==> config.mk <==
export PLATFORM = sky130hd
export DESIGN_NAME = alu_column_mac
export DESIGN_NICKNAME = d
export VERILOG_FILES = /design/src/rtl/alu_column_mac.sv
export SDC_FILE = /design/constraint.sdc
export NUM_CORES = 1
export LEC_CHECK = 0
export CAP_MARGIN = 10
export CORE_MARGIN = 2
export CORE_UTILIZATION = 45
export DETAILED_ROUTE_END_ITERATION = 12
export GPL_TIMING_DRIVEN = 0
export PLACE_DENSITY = 0.75
export SLEW_MARGIN = 20
export SYNTH_ARGS = -nofsm -noshare
export SYNTH_HDL_FRONTEND = slang
export SYNTH_SLANG_ARGS = --single-unit
export TNS_END_PERCENT = 10
==> constraint.sdc <==
create_clock -name clk -period 7.55 [get_ports clk]
set_clock_uncertainty 0.1 [all_clocks]
set_input_delay 1.1325 -clock clk [delete_from_list [all_inputs] [get_ports clk]]
set_output_delay 1.1325 -clock clk [all_outputs]
set_load 0.01 [all_outputs]
==> src/rtl/alu_column_mac.sv <==
// alu_column_mac: computes one 4-row result column per ALU_en handshake.
// Each row is an 8-step dot product of a coefficient-ROM row and one X column.
// The finished column is written with a single web pulse. ALU_done pulses
// once, after the fourth column of a matrix run has been written.
module alu_column_mac #(
   parameter int DATA_W = 8,
   parameter int ROWS   = 4,
   parameter int K_LEN  = 8,
   parameter int COLS   = 4,
   parameter int ACC_W  = 2*DATA_W+3
) (
   input  logic                    clk,
   input  logic                    rst,
   input  logic                    ALU_en,
   input  logic [ROWS*DATA_W-1:0]  coef_in,
   input  logic [DATA_W-1:0]       x_in,
   output logic [2:0]              coef_addr,
   output logic [4:0]              x_sel,
   output logic                    web,
   output logic [1:0]              ram_addr,
   output logic [ROWS*ACC_W-1:0]   ram_din,
   output logic                    ALU_done
);

   typedef enum logic [2:0] {
      IDLE  = 3'd0,
      RUN   = 3'd1,
      DRAIN = 3'd2,
      WRITE = 3'd3,
      HOLD  = 3'd4
   } state_t;

   state_t     state;
   logic [2:0] k;      // MAC step being issued to the ROM and X memory
   logic [1:0] col;    // result column; survives IDLE between columns
   logic       valid;  // ROM/X data for an issued step is present this cycle
   logic       last;   // the column about to be written is the final one
   logic       start;

   // A start is any sampled ALU_en while idle.
   assign start = (state == IDLE) && ALU_en;

   // The step counter and column index are registers, so these outputs are
   // registered and carry no combinational path from any input.
   assign coef_addr = k;
   assign x_sel     = {col, k};
   assign ram_addr  = col;

   // Sequencer: column control, valid pipe and the write/done strobes.
   always_ff @(posedge clk) begin
      if (!rst) begin
         state    <= IDLE;
         k        <= '0;
         col      <= '0;
         valid    <= 1'b0;
         last     <= 1'b0;
         web      <= 1'b0;
         ALU_done <= 1'b0;
      end else begin
         valid    <= (state == RUN);
         web      <= 1'b0;
         ALU_done <= 1'b0;
         case (state)
            IDLE: begin
               if (ALU_en) begin
                  state <= RUN;
                  k     <= '0;
                  last  <= 1'b0;
               end
            end
            RUN: begin
               if (k == 3'(K_LEN-1)) begin
                  state <= DRAIN;
                  k     <= '0;
               end else begin
                  k <= k + 3'd1;
               end
            end
            DRAIN: begin
               // The final step is accumulated this cycle; the write follows.
               state <= WRITE;
               web   <= 1'b1;
               last  <= (col == 2'(COLS-1));
            end
            WRITE: begin
               state    <= HOLD;
               col      <= col + 2'd1;
               ALU_done <= last;
            end
            HOLD: begin
               // A still-high ALU_en must not retrigger the next column.
               if (!ALU_en) state <= IDLE;
            end
            default: state <= IDLE;
         endcase
      end
   end

   genvar gi;
   generate
      for (gi = 0; gi < ROWS; gi++) begin : g_row
         logic [2*DATA_W-1:0] prod;
         logic [ACC_W-1:0]    acc;

         assign prod = coef_in[gi*DATA_W +: DATA_W] * x_in;
         assign ram_din[gi*ACC_W +: ACC_W] = acc;

         // Per-row accumulator, cleared on start and on reset.
         always_ff @(posedge clk) begin
            if (!rst) begin
               acc <= '0;
            end else if (start) begin
               acc <= '0;
            end else if (valid) begin
               acc <= acc + {{(ACC_W-2*DATA_W){1'b0}}, prod};
            end
         end
      end
   endgenerate

endmodule

# After elaboration in Yosys (flattened, before gate mapping)

Cells that the tools add are included.

Word-level logic and storage cells: 50
Input bits: 43
Output and inout bits: 88
Register bits after elaboration: 88

Reduce and logical (&&, ||, !) cells: 9
Equal/unequal tests: 9
Muxes and demuxes: 10
$mul: 4
Bitwise logic cells: 1
Add/subtract/negate cells: 6

Operator list:

| operator                                       | count |
|---|---|
| adder 19 x 16 -> 19 bit                        | 4 |
| multiplier 8 x 8 -> 16 bit                     | 4 |
| two-way mux 3 bit                              | 5 |
| one-hot mux 3 bit (5 select lines)             | 1 |
| == test 3 x 2 -> 1 bit (second input constant) | 2 |
| == test 3 bit (second input constant)          | 2 |
| one-hot mux 3 bit (2 select lines)             | 1 |
| AND reduction 2 bit                            | 3 |
| != test 2 bit (second input constant)          | 2 |
| nonzero test 2 bit                             | 2 |
| adder 3 x 1 -> 3 bit (second input constant)   | 1 |
| == test 3 x 1 -> 1 bit (second input constant) | 1 |
| logical NOT 3 bit                              | 1 |
| AND reduction 3 bit                            | 1 |
| adder 2 x 1 -> 2 bit (second input constant)   | 1 |
| == test 2 bit (second input constant)          | 1 |
| two-way mux 1 bit                              | 2 |
| != test 2 x 1 -> 1 bit (second input constant) | 1 |
| one-hot mux 1 bit (2 select lines)             | 1 |
| OR reduction 2 bit                             | 1 |
| logical AND 1 bit                              | 1 |
| inverter 1 bit                                 | 1 |

# Longest topological paths before layout

Gate-level depths: netlist of run 1.

Word-level depth: 3
Mapped depth: 18
Gate-level depth less buffers: 17

# Worst setup path before layout of run 1

Ideal clock, no wire load.

Path kind: input port to flip-flop
From: in x_in[0]
To: reg g_row[2].acc[15]
Path buffers: 1
Cell stages on the path: 16
Required time: 7,330 ps
Library setup time: 120 ps
Arrival: 5,127 ps
Slack: 2,204 ps
Cell sequence: clkbuf_1 -> nand2_1 -> fa_1 -> inv_1 -> fa_1 -> inv_1 -> fa_1 -> fa_1 -> inv_1 -> ha_1 -> o21a_2 -> o31a_4 -> o21ai_4 -> or4_4 -> and4_4 -> a211o_1

Longest elaborated chain between the ends: 2

RTL lines:

| item                       | line | source |
|---|---|---|
| from (decl)                | 16   | `input logic [DATA_W-1:0] x_in,` |
| multiplier 8 x 8 -> 16 bit | 105  | `assign prod = coef_in[gi*DATA_W +: DATA_W] * x_in;` |
| adder 19 x 16 -> 19 bit    | 115  | `acc <= acc + {{(ACC_W-2*DATA_W){1'b0}}, prod};` |
| to (signal assigned)       | 115  |  |
| to (decl)                  | 103  | `logic [ACC_W-1:0] acc;` |

Every way passes these cells.
A chain may end at the register's enable or synchronous reset.

# Worst setup path in the final report of run 1

From: in x_in[1]
To: reg g_row[2].acc[16]

Same word-level chain as after synthesis.

==> reports/summary.md, run 1 <==
The most crowded layer after global routing was met2. Based on the critical path, the design can be clocked at up to 0.160 GHz. The number of cells on the worst reg-to-reg path was 15. The critical path goes through clkdlybuf4s50_1 > clkbuf_1 > nand2_1 > fa_1 > inv_1 > fa_1 > inv_1 > fa_1 > fa_1 > inv_1 > ha_1 > a21o_2 > a21oi_2 > a21oi_1 > o2111ai_1 > mux2i_1 > or3_1.

Final hold violation count: 0. For the count of different cell masters after synthesis, the log shows 68. The die covers 32800 um2.

Yosys mapped a number of flops with a built-in enable equal to 0. Data on the critical path is required at its endpoint by 7710 ps. The tools report the cell internal power dissipation as 1.95 mW. In the synthesized netlist the dominant register cell turns out to be sky130_fd_sc_hd__dfxtp_1. During I/O placement, the number of pins put on the boundary was 131.

VDD sags by at most 0.160 mV. The port buffer count was 130; the number of maximum-capacitance violations was 0. Along the worst path, the maximum fanout reaches 10. The final layout contains routed wiring with a total length of 40.0 mm. In this run the worst hold path is classified as reg2reg.

The tools report the share of total power in combinational logic as 0.733. The floorplan die height is 181 um, and the via count of the routed design is 12.2k. After global routing the overflow that remains totals 0. The HPWL after detailed placement is 31.2 mm. Relative to the synthesized area, the layout overhead comes to 14.9%. The clock power share is 0.127, and the fraction of power spent switching nets is 0.499. For the final estimated routing congestion in global placement, the log shows 0.921. The run finished with clean final reports. The largest delay contributor family on the critical path is adder cells. The cell depth of the worst min-delay path was 2.

The logs give 0.253 for the total routing usage reported by global routing and 9 for the CTS buffer count. For the maximum root-to-sink buffer count, the log shows 2. The number of clock sinks is 88, and the net switching power is 1.95 mW. The logs give 5 for the detailed-router iteration count before antenna repair and 0 for the yosys synthesis warning count. The delay contributed by the slowest stage of the critical path is 590 ps.

For the effective utilization at floorplan, the log shows 0.459. The die outline width came out at 181 um. In this run the clock root is driven by a sky130_fd_sc_hd__clkbuf_16. The met1 usage came out at 0.333. The number of global-route vias before repair is 12.1k, and the DRC violation total after the first TritonRoute iteration is 923. Entering global routing, the biggest net connects 17 pins.

The critical path in this run is classified as in2reg. Counting every net in the synthesized netlist gives 2109. The number of gates on the worst path with buffers counted works out to 17. The synthesized netlist occupies a cell area of 14100 um2. Setup repair after global routing left no endpoint under its margin. The final critical-path share of the clock period was 0.830.

The tools report the number of antenna violations at the first check in global routing as 2. The global-route track usage on met2 is 0.402, and the final number of setup-violating endpoints is 0. The mean post-synth cell area came out at 8.30 um2.

After synthesis the netlist holds a flip-flop and latch count of 88. The critical path contains buffers and inverters numbering 5 combined. In this run the power density over the cells is 240 nW/um2.

The tools report the worst path arrival time as 6430 ps. The logs give 0 for the residual DRC count and 65.1 mm for the wire length of the first global-routing pass. The tools report the number of setup buffers added after CTS as 0. The instance area after placement was 15900 um2. The region available for standard cell placement spans 30700 um2. The endpoint kind of the worst setup timing path is a register. The run gives 0.140 as the sequential share of power. The worst-skew pair later-pin latency was 370 ps; the final-layout fill cell count was 2835. For the number of pins exceeding their max-slew limit in the final report, the log shows 0. The transition at the pin with the smallest max-transition slack was 1170 ps. The final layout contains 2250 nets. TritonCTS built the clock tree. Share of the yosys chip area belonging to registers: 0.125. After detailed routing, the number of vias per cell comes to 5.44.

After clock tree synthesis, the clock-pin slew on the worst setup and hold paths is 80 ps. With fillers left out, the area of the finished cells amounts to 16200 um2. After routing, the total negative slack on setup checks comes to 0 ps. Counting every instance in the synthesized netlist gives 1699. The average wire per cell in the routed design works out to 17.8 um.

For the number of nets still failing antenna checks after routing, the log shows 0. The worst setup path is launched from a primary input. Worst relative slew slack: 0.221. Async set or reset register ratio after synthesis: 0. The slowest library cell on the worst path was sky130_fd_sc_hd__clkdlybuf4s50_1.

The fraction of final layout cells sized beyond drive strength 1 is 0.0233, and the standby leakage power is 7.95 nW. The H-tree depth reported by CTS was 3; the shortest period the worst path allows was 6260 ps. The most repeated library cell on the critical path was sky130_fd_sc_hd__fa_1. For the site row count, the log shows 64. Buffers inserted to repair hold after CTS numbered 0. Gates resized during post-CTS repair numbered 0. The met3 track demand over resource is 0.0538.
tightest hold or removal path, delay by kind of cell (launching register included):
kind / cells / cell delay, ps
and+or+nand+nor: 2 / 80
DFF: 1 / 320
cells by family (layout without fill, tap and decap cells):
logic type | count (synthesis) | after routing | share of synthesized area
muxes | 35 | 35 | 0.0249
AOI/OAI and AO/OA | 235 | 235 | 0.107
DFF | 88 | 88 | 0.125
adders and majority gates | 367 | 367 | 0.432
buffers and inverters | 439 | 585 | 0.118
other | 0 | 1 | 0
and+or+nand+nor | 512 | 512 | 0.179
xor gates and xnor gates | 23 | 23 | 0.0143
synthesized netlist by cell type, drive strengths merged (3+ instances only):
cell type / number / share of area
o31ai: 7 / 0.0041
buf: 11 / 0.0045
inv: 383 / 0.10
a21o: 15 / 0.0081
nand2b: 7 / 0.0031
o21bai: 7 / 0.0037
nand4: 8 / 0.0035
xor2: 8 / 0.0050
nor3: 20 / 0.0071
mux2i: 34 / 0.024
fa: 200 / 0.28
and3: 14 / 0.0062
nand2: 177 / 0.047
o22ai: 7 / 0.0031
and2: 144 / 0.064
a211oi: 20 / 0.011
o21a: 12 / 0.0065
or3: 5 / 0.0022
dfxtp: 88 / 0.12
nand3: 19 / 0.0067
clkbuf: 45 / 0.012
nor2b: 11 / 0.0054
a31oi: 6 / 0.0027
nor2: 93 / 0.025
a21oi: 73 / 0.026
xnor2: 15 / 0.0093
o31a: 5 / 0.0037
ha: 167 / 0.15
o21ai: 60 / 0.023
a32o: 3 / 0.0021
cell type report:
| cell class | count | area, um2 | share of cell area |
|---|---|---|---|
| sequential | 88 | 1760 | 0.109 |
| multi-input combinational | 1172 | 10700 | 0.658 |
| antenna | 1 | 2.50 | 0.000154 |
| inverter | 383 | 1440 | 0.0887 |
| buffer | 56 | 233 | 0.0144 |
| clock inverter | 7 | 78.8 | 0.00486 |
| timing repair buffer | 130 | 1300 | 0.0803 |
| clock buffer | 9 | 225 | 0.0139 |
| tap | 396 | 495 | 0.0306 |
through the flow:
stage	hold WS [ps]	util	std cells	power [mW]	worst slack (ps)
global route	369	0.527	2241	4.29	1090
CTS	343	0.527	2241	3.87	1330
finish	342	0.527	2242	3.90	1290
floorplan	309	-	1699	2.70	2200
detailed placement	328	0.517	2225	3.35	979
global placement	327	0.517	2225	3.27	1010
registers in the layout, summed over array words and instances (netlist names):
| signal | count |
|---|---|
| state | 3 |
| ram_addr | 2 |
| g_row.acc | 76 |
| coef_addr | 3 |
| last | 1 |
| web | 1 |
| ALU_done | 1 |
| valid | 1 |
placed cells by master, fill, tap and decap left out, types with 3 or more instances in the layout:
cell type	netlist	layout
sky130_fd_sc_hd__o22ai_1	7	7
sky130_fd_sc_hd__nor2b_1	10	10
sky130_fd_sc_hd__clkdlybuf4s50_1	0	130
sky130_fd_sc_hd__o21ai_0	51	51
sky130_fd_sc_hd__nand2_1	176	176
sky130_fd_sc_hd__o31ai_1	6	6
sky130_fd_sc_hd__o21ai_1	6	6
sky130_fd_sc_hd__and3_1	14	14
sky130_fd_sc_hd__a31oi_1	6	6
sky130_fd_sc_hd__nand4_1	8	8
sky130_fd_sc_hd__o21a_1	11	11
sky130_fd_sc_hd__mux2i_1	34	34
sky130_fd_sc_hd__a21oi_1	72	72
sky130_fd_sc_hd__clkinvlp_4	0	3
sky130_fd_sc_hd__or3_1	5	5
sky130_fd_sc_hd__buf_4	5	5
sky130_fd_sc_hd__and2_1	144	144
sky130_fd_sc_hd__ha_1	167	167
sky130_fd_sc_hd__a21o_1	14	14
sky130_fd_sc_hd__xnor2_1	15	15
sky130_fd_sc_hd__clkbuf_16	0	9
sky130_fd_sc_hd__dfxtp_1	88	88
sky130_fd_sc_hd__nand2b_1	7	7
sky130_fd_sc_hd__a211oi_1	20	20
sky130_fd_sc_hd__clkbuf_1	45	45
sky130_fd_sc_hd__buf_1	3	3
sky130_fd_sc_hd__xor2_1	8	8
sky130_fd_sc_hd__a32o_1	3	3
sky130_fd_sc_hd__o21bai_1	7	7
sky130_fd_sc_hd__fa_1	200	200
sky130_fd_sc_hd__nor2_1	93	93
sky130_fd_sc_hd__buf_2	3	3
sky130_fd_sc_hd__nand3_1	19	19
sky130_fd_sc_hd__nor3_1	20	20
sky130_fd_sc_hd__inv_1	381	381
sky130_fd_sc_hd__o31a_1	4	4
power by group through the flow:
stage          sequential (mW)  combinational, mW  clock (mW)
2_1_floorplan            0.560               2.14           0
5_1_grt                  0.552               3.22       0.520
6_report                 0.547               2.86       0.493
3_3_place_gp             0.558               2.71           0
4_1_cts                  0.548               2.82       0.503
3_5_place_dp             0.557               2.79           0
routing by layer:
layer	share of wire	vias to the layer above	wire, um
met5	0.00030	-	12
met4	0.047	2	1890
met3	0.087	108	3460
met2	0.45	520	17800
met1	0.42	5965	16800
li1	-	5601	-
worst paths after layout:
path | from | to | slack (ps)
worst max-delay path | x_in[1] | g_row[2].acc[16] | 1290
worst min-delay path | last | ALU_done | 340
worst max register to register | g_row[2].acc[6] | g_row[2].acc[16] | 2850
worst min register to register | last | ALU_done | 340
Note: power is estimated with default switching activity, not from simulation.
==> run 2: changes to the inputs <==
Settings changed: PLACE_DENSITY 0.75 to 0.78.
Clock period 7.55 ns to 5.22 ns, I/O delays scaled along.
==> reports/summary.md, run 2 (synthesis gave the netlist of run 1 again) <==
The average wire per cell in the routed design works out to 18.0 um. Counting stages on the worst path, the most repeated cell is sky130_fd_sc_hd__fa_1. The first global-routing pass estimated 65.3 mm of wire. Setup slack closes at 144 ps. The post-placement cell count was 2225; the floorplan die height was 181 um. Setup repair after global routing left no endpoint under its margin. No sink is reached through more buffers than the 2 on the longest clock path. Relative to the synthesized area, the layout overhead comes to 16.8%. The worst path in the final design needs a cycle of 5080 ps, including I/O delays and setup.

The critical path goes through dlygate4sd2_1 > nand2_1 > fa_1 > inv_1 > fa_1 > inv_1 > fa_1 > fa_1 > inv_1 > ha_1 > o21a_2 > o31a_4 > o21ai_4 > or4_4 > and4_4 > a211o_1. The repair_antennas step left the layout with diodes totalling 0. For this design the static power due to leakage is 8.30 nW. The total routing usage reported by global routing is 0.254, and the fraction of final layout cells sized beyond drive strength 1 is 0.0455.

The net total in the final layout was 2253; the net switching power was 2.92 mW. The flow ran to the end, and the final reports show no timing, DRC or antenna violations. Setup violations remaining at the end of the flow were counted as 0. The endpoint of the most critical register-to-register path is g_row[1].acc[17]. In the routed design, unresolved DRC markers number 0. Leaving out fill and tap cells, the most frequent cell in the layout is sky130_fd_sc_hd__inv_1. Slowest library cell on the worst path: sky130_fd_sc_hd__fa_1. For the flop-to-flop setup slack, the log shows 610 ps.

After clock tree synthesis, the flow added hold-fix buffers numbering 0. The number of antenna violations at the first check in global routing was 0; the delay contributed by the slowest stage of the critical path was 510 ps. The sequential share of power is 0.138. The share of the core filled with cells in the final layout is 0.536, and the worst relative slew slack is 0.187. The worst-case IR drop observed on VDD is 0.276 mV. The fraction of power spent switching nets was 0.508. Port buffering added 130 buffers. The number of cells on the worst reg-to-reg path was 15.

The region available for standard cell placement spans 30700 um2. Launch point of the critical path: coef_in[21]. Number of global-route vias before repair: 12.4k. The finished layout holds 2244 standard cells, fillers aside. The worst setup path is launched from a primary input. The power density of the placed cells is 349 nW/um2, and the total wirelength of the detailed-routed design is 40.4 mm. The logs give 6 for the detailed-router iteration count before antenna repair and 19 for the pin count of the biggest net entering global routing. In this run the worst setup path terminates at g_row[2].acc[15].

The HPWL after detailed placement is 31.1 mm. Measured along the x axis, the die boundary spans 181 um. The tools report the CTS buffer count as 9. The tools report the H-tree depth reported by CTS as 3. The clock power share is 0.123, and the biggest fanout along the worst timing path is 8. For the number of pins exceeding their max-slew limit in the final report, the log shows 0. In this run, the number of DRC markers left after iteration 0 of detailed routing was 804. The number of nets still failing antenna checks after routing was 0.

The tools report the number of clock sinks as 88. The largest register by flop count is g_row.acc. Summed over all layers, the global routing overflow is 0. The via count normalized by instance count was 5.39; the final-layout fill cell count was 2810. The tools report the via count of the routed design as 12.1k. The endpoint kind of the worst setup timing path is a register. In this run the critical register-to-register path is launched from g_row[1].acc[6]. Clock latency on the worst-skew pair, taken at its later pin, is 370 ps.

For the final hold violation count, the log shows 0. Final critical-path share of the clock period: 0.972. Type of the worst min-delay path: reg2reg. The tools report the effective utilization at floorplan as 0.459. The transition at the pin with the smallest max-transition slack was 1220 ps; the share of total power in combinational logic was 0.739.

The buffering stage count on the worst path with inverters included is 4, and the site row count is 64. For the worst setup path, the data arrival time is 5250 ps. In this run the clock root is driven by a sky130_fd_sc_hd__clkbuf_16. The internal portion of the total power is 2.83 mW. The worst setup slack before clock tree synthesis came out at -973 ps. The die area is 32800 um2, and the final estimated routing congestion in global placement is 0.939. The fmax was 0.197 GHz; the number of gates on the worst path with buffers counted was 16. The top cell types in the final layout, fill and taps aside, are sky130_fd_sc_hd__inv_1 (381), sky130_fd_sc_hd__fa_1 (200), sky130_fd_sc_hd__nand2_1 (176). TritonCTS built the clock tree.

Across the run, the number of max-cap violations was 0. The flip-flop count of the largest register after layout is 76. Broken down by cell family, the worst path's largest delay share belongs to adder cells.

By startpoint and endpoint, the worst setup path is classified as in2reg. 131 I/O pins were placed. The clock transition at the register clock pins on the worst setup and hold paths after CTS was 80 ps; the endpoint required time on the critical path was 5390 ps.
-- run 2: power groups by stage --
stage	clock network, mW	registers (mW)	logic [mW]
after global placement	0	0.807	3.91
after CTS	0.711	0.793	4.13
final	0.706	0.792	4.25
after global routing	0.741	0.800	4.76
after floorplan	0	0.810	3.09
after detailed placement	0	0.807	4.05
-- run 2: how the worst min path moves through the flow --
stage | startpoint | endpoint | slack [ps] | cells past startpoint
3_3_place_gp | last | ALU_done | 330 | 2
5_1_grt | last | ALU_done | 360 | 2
6_report | last | ALU_done | 340 | 2
4_1_cts | last | ALU_done | 340 | 2
2_1_floorplan | last | ALU_done | 310 | 2
3_5_place_dp | last | ALU_done | 330 | 2
-- run 2: layout make-up --
cell class	count	area, um2	share of cell area
buffer	56	427	0.0259
sequential	88	1760	0.107
timing repair buffer	133	1330	0.0805
clock buffer	9	225	0.0137
inverter	383	1440	0.0873
clock inverter	7	73.8	0.00448
tap	396	495	0.0301
multi-input combinational	1172	10700	0.651
-- run 2: metrics by stage --
step                      power, mW  hold slack [ps]  setup TNS, ps  area, um2
after floorplan                3.90              309              0      14100
after detailed placement       4.86              326         -30350      15900
after global routing           6.30              365              0      16500
final                          5.75              345              0      16500
after global placement         4.72              326         -26540      15900
after CTS                      5.64              342              0      16400
-- run 2: worst register-to-register path: stages (launching register included) --
cell and delay [ps]:
sky130_fd_sc_hd__dfxtp_1 410, sky130_fd_sc_hd__inv_1 90, sky130_fd_sc_hd__fa_1 550, sky130_fd_sc_hd__inv_1 60, sky130_fd_sc_hd__fa_1 500, sky130_fd_sc_hd__inv_1 50, sky130_fd_sc_hd__fa_1 490, sky130_fd_sc_hd__fa_1 510
sky130_fd_sc_hd__inv_1 50, sky130_fd_sc_hd__ha_1 310, sky130_fd_sc_hd__o21a_1 190, sky130_fd_sc_hd__o31a_1 130, sky130_fd_sc_hd__o21ai_2 210, sky130_fd_sc_hd__a21oi_1 130, sky130_fd_sc_hd__or4_1 480, sky130_fd_sc_hd__a32o_1 260
-- run 2: routing by layer --
layer / GRT usage / up-vias / routed length, um
met5: 0 / - / 0
met4: 0.0901 / 0 / 1220
met3: 0.0538 / 67 / 3410
met2: 0.423 / 502 / 19000
met1: 0.326 / 5927 / 16800
li1: - / 5602 / -
-- run 2: what timing repair did --
| item | 4_1_cts | 5_1_grt |
|---|---|---|
| endpoints found under the setup margin | 44 | 25 |
| gates resized for setup | 81 | 52 |
| buffers inserted | 3 | 0 |
| pin swaps | 1 | 1 |
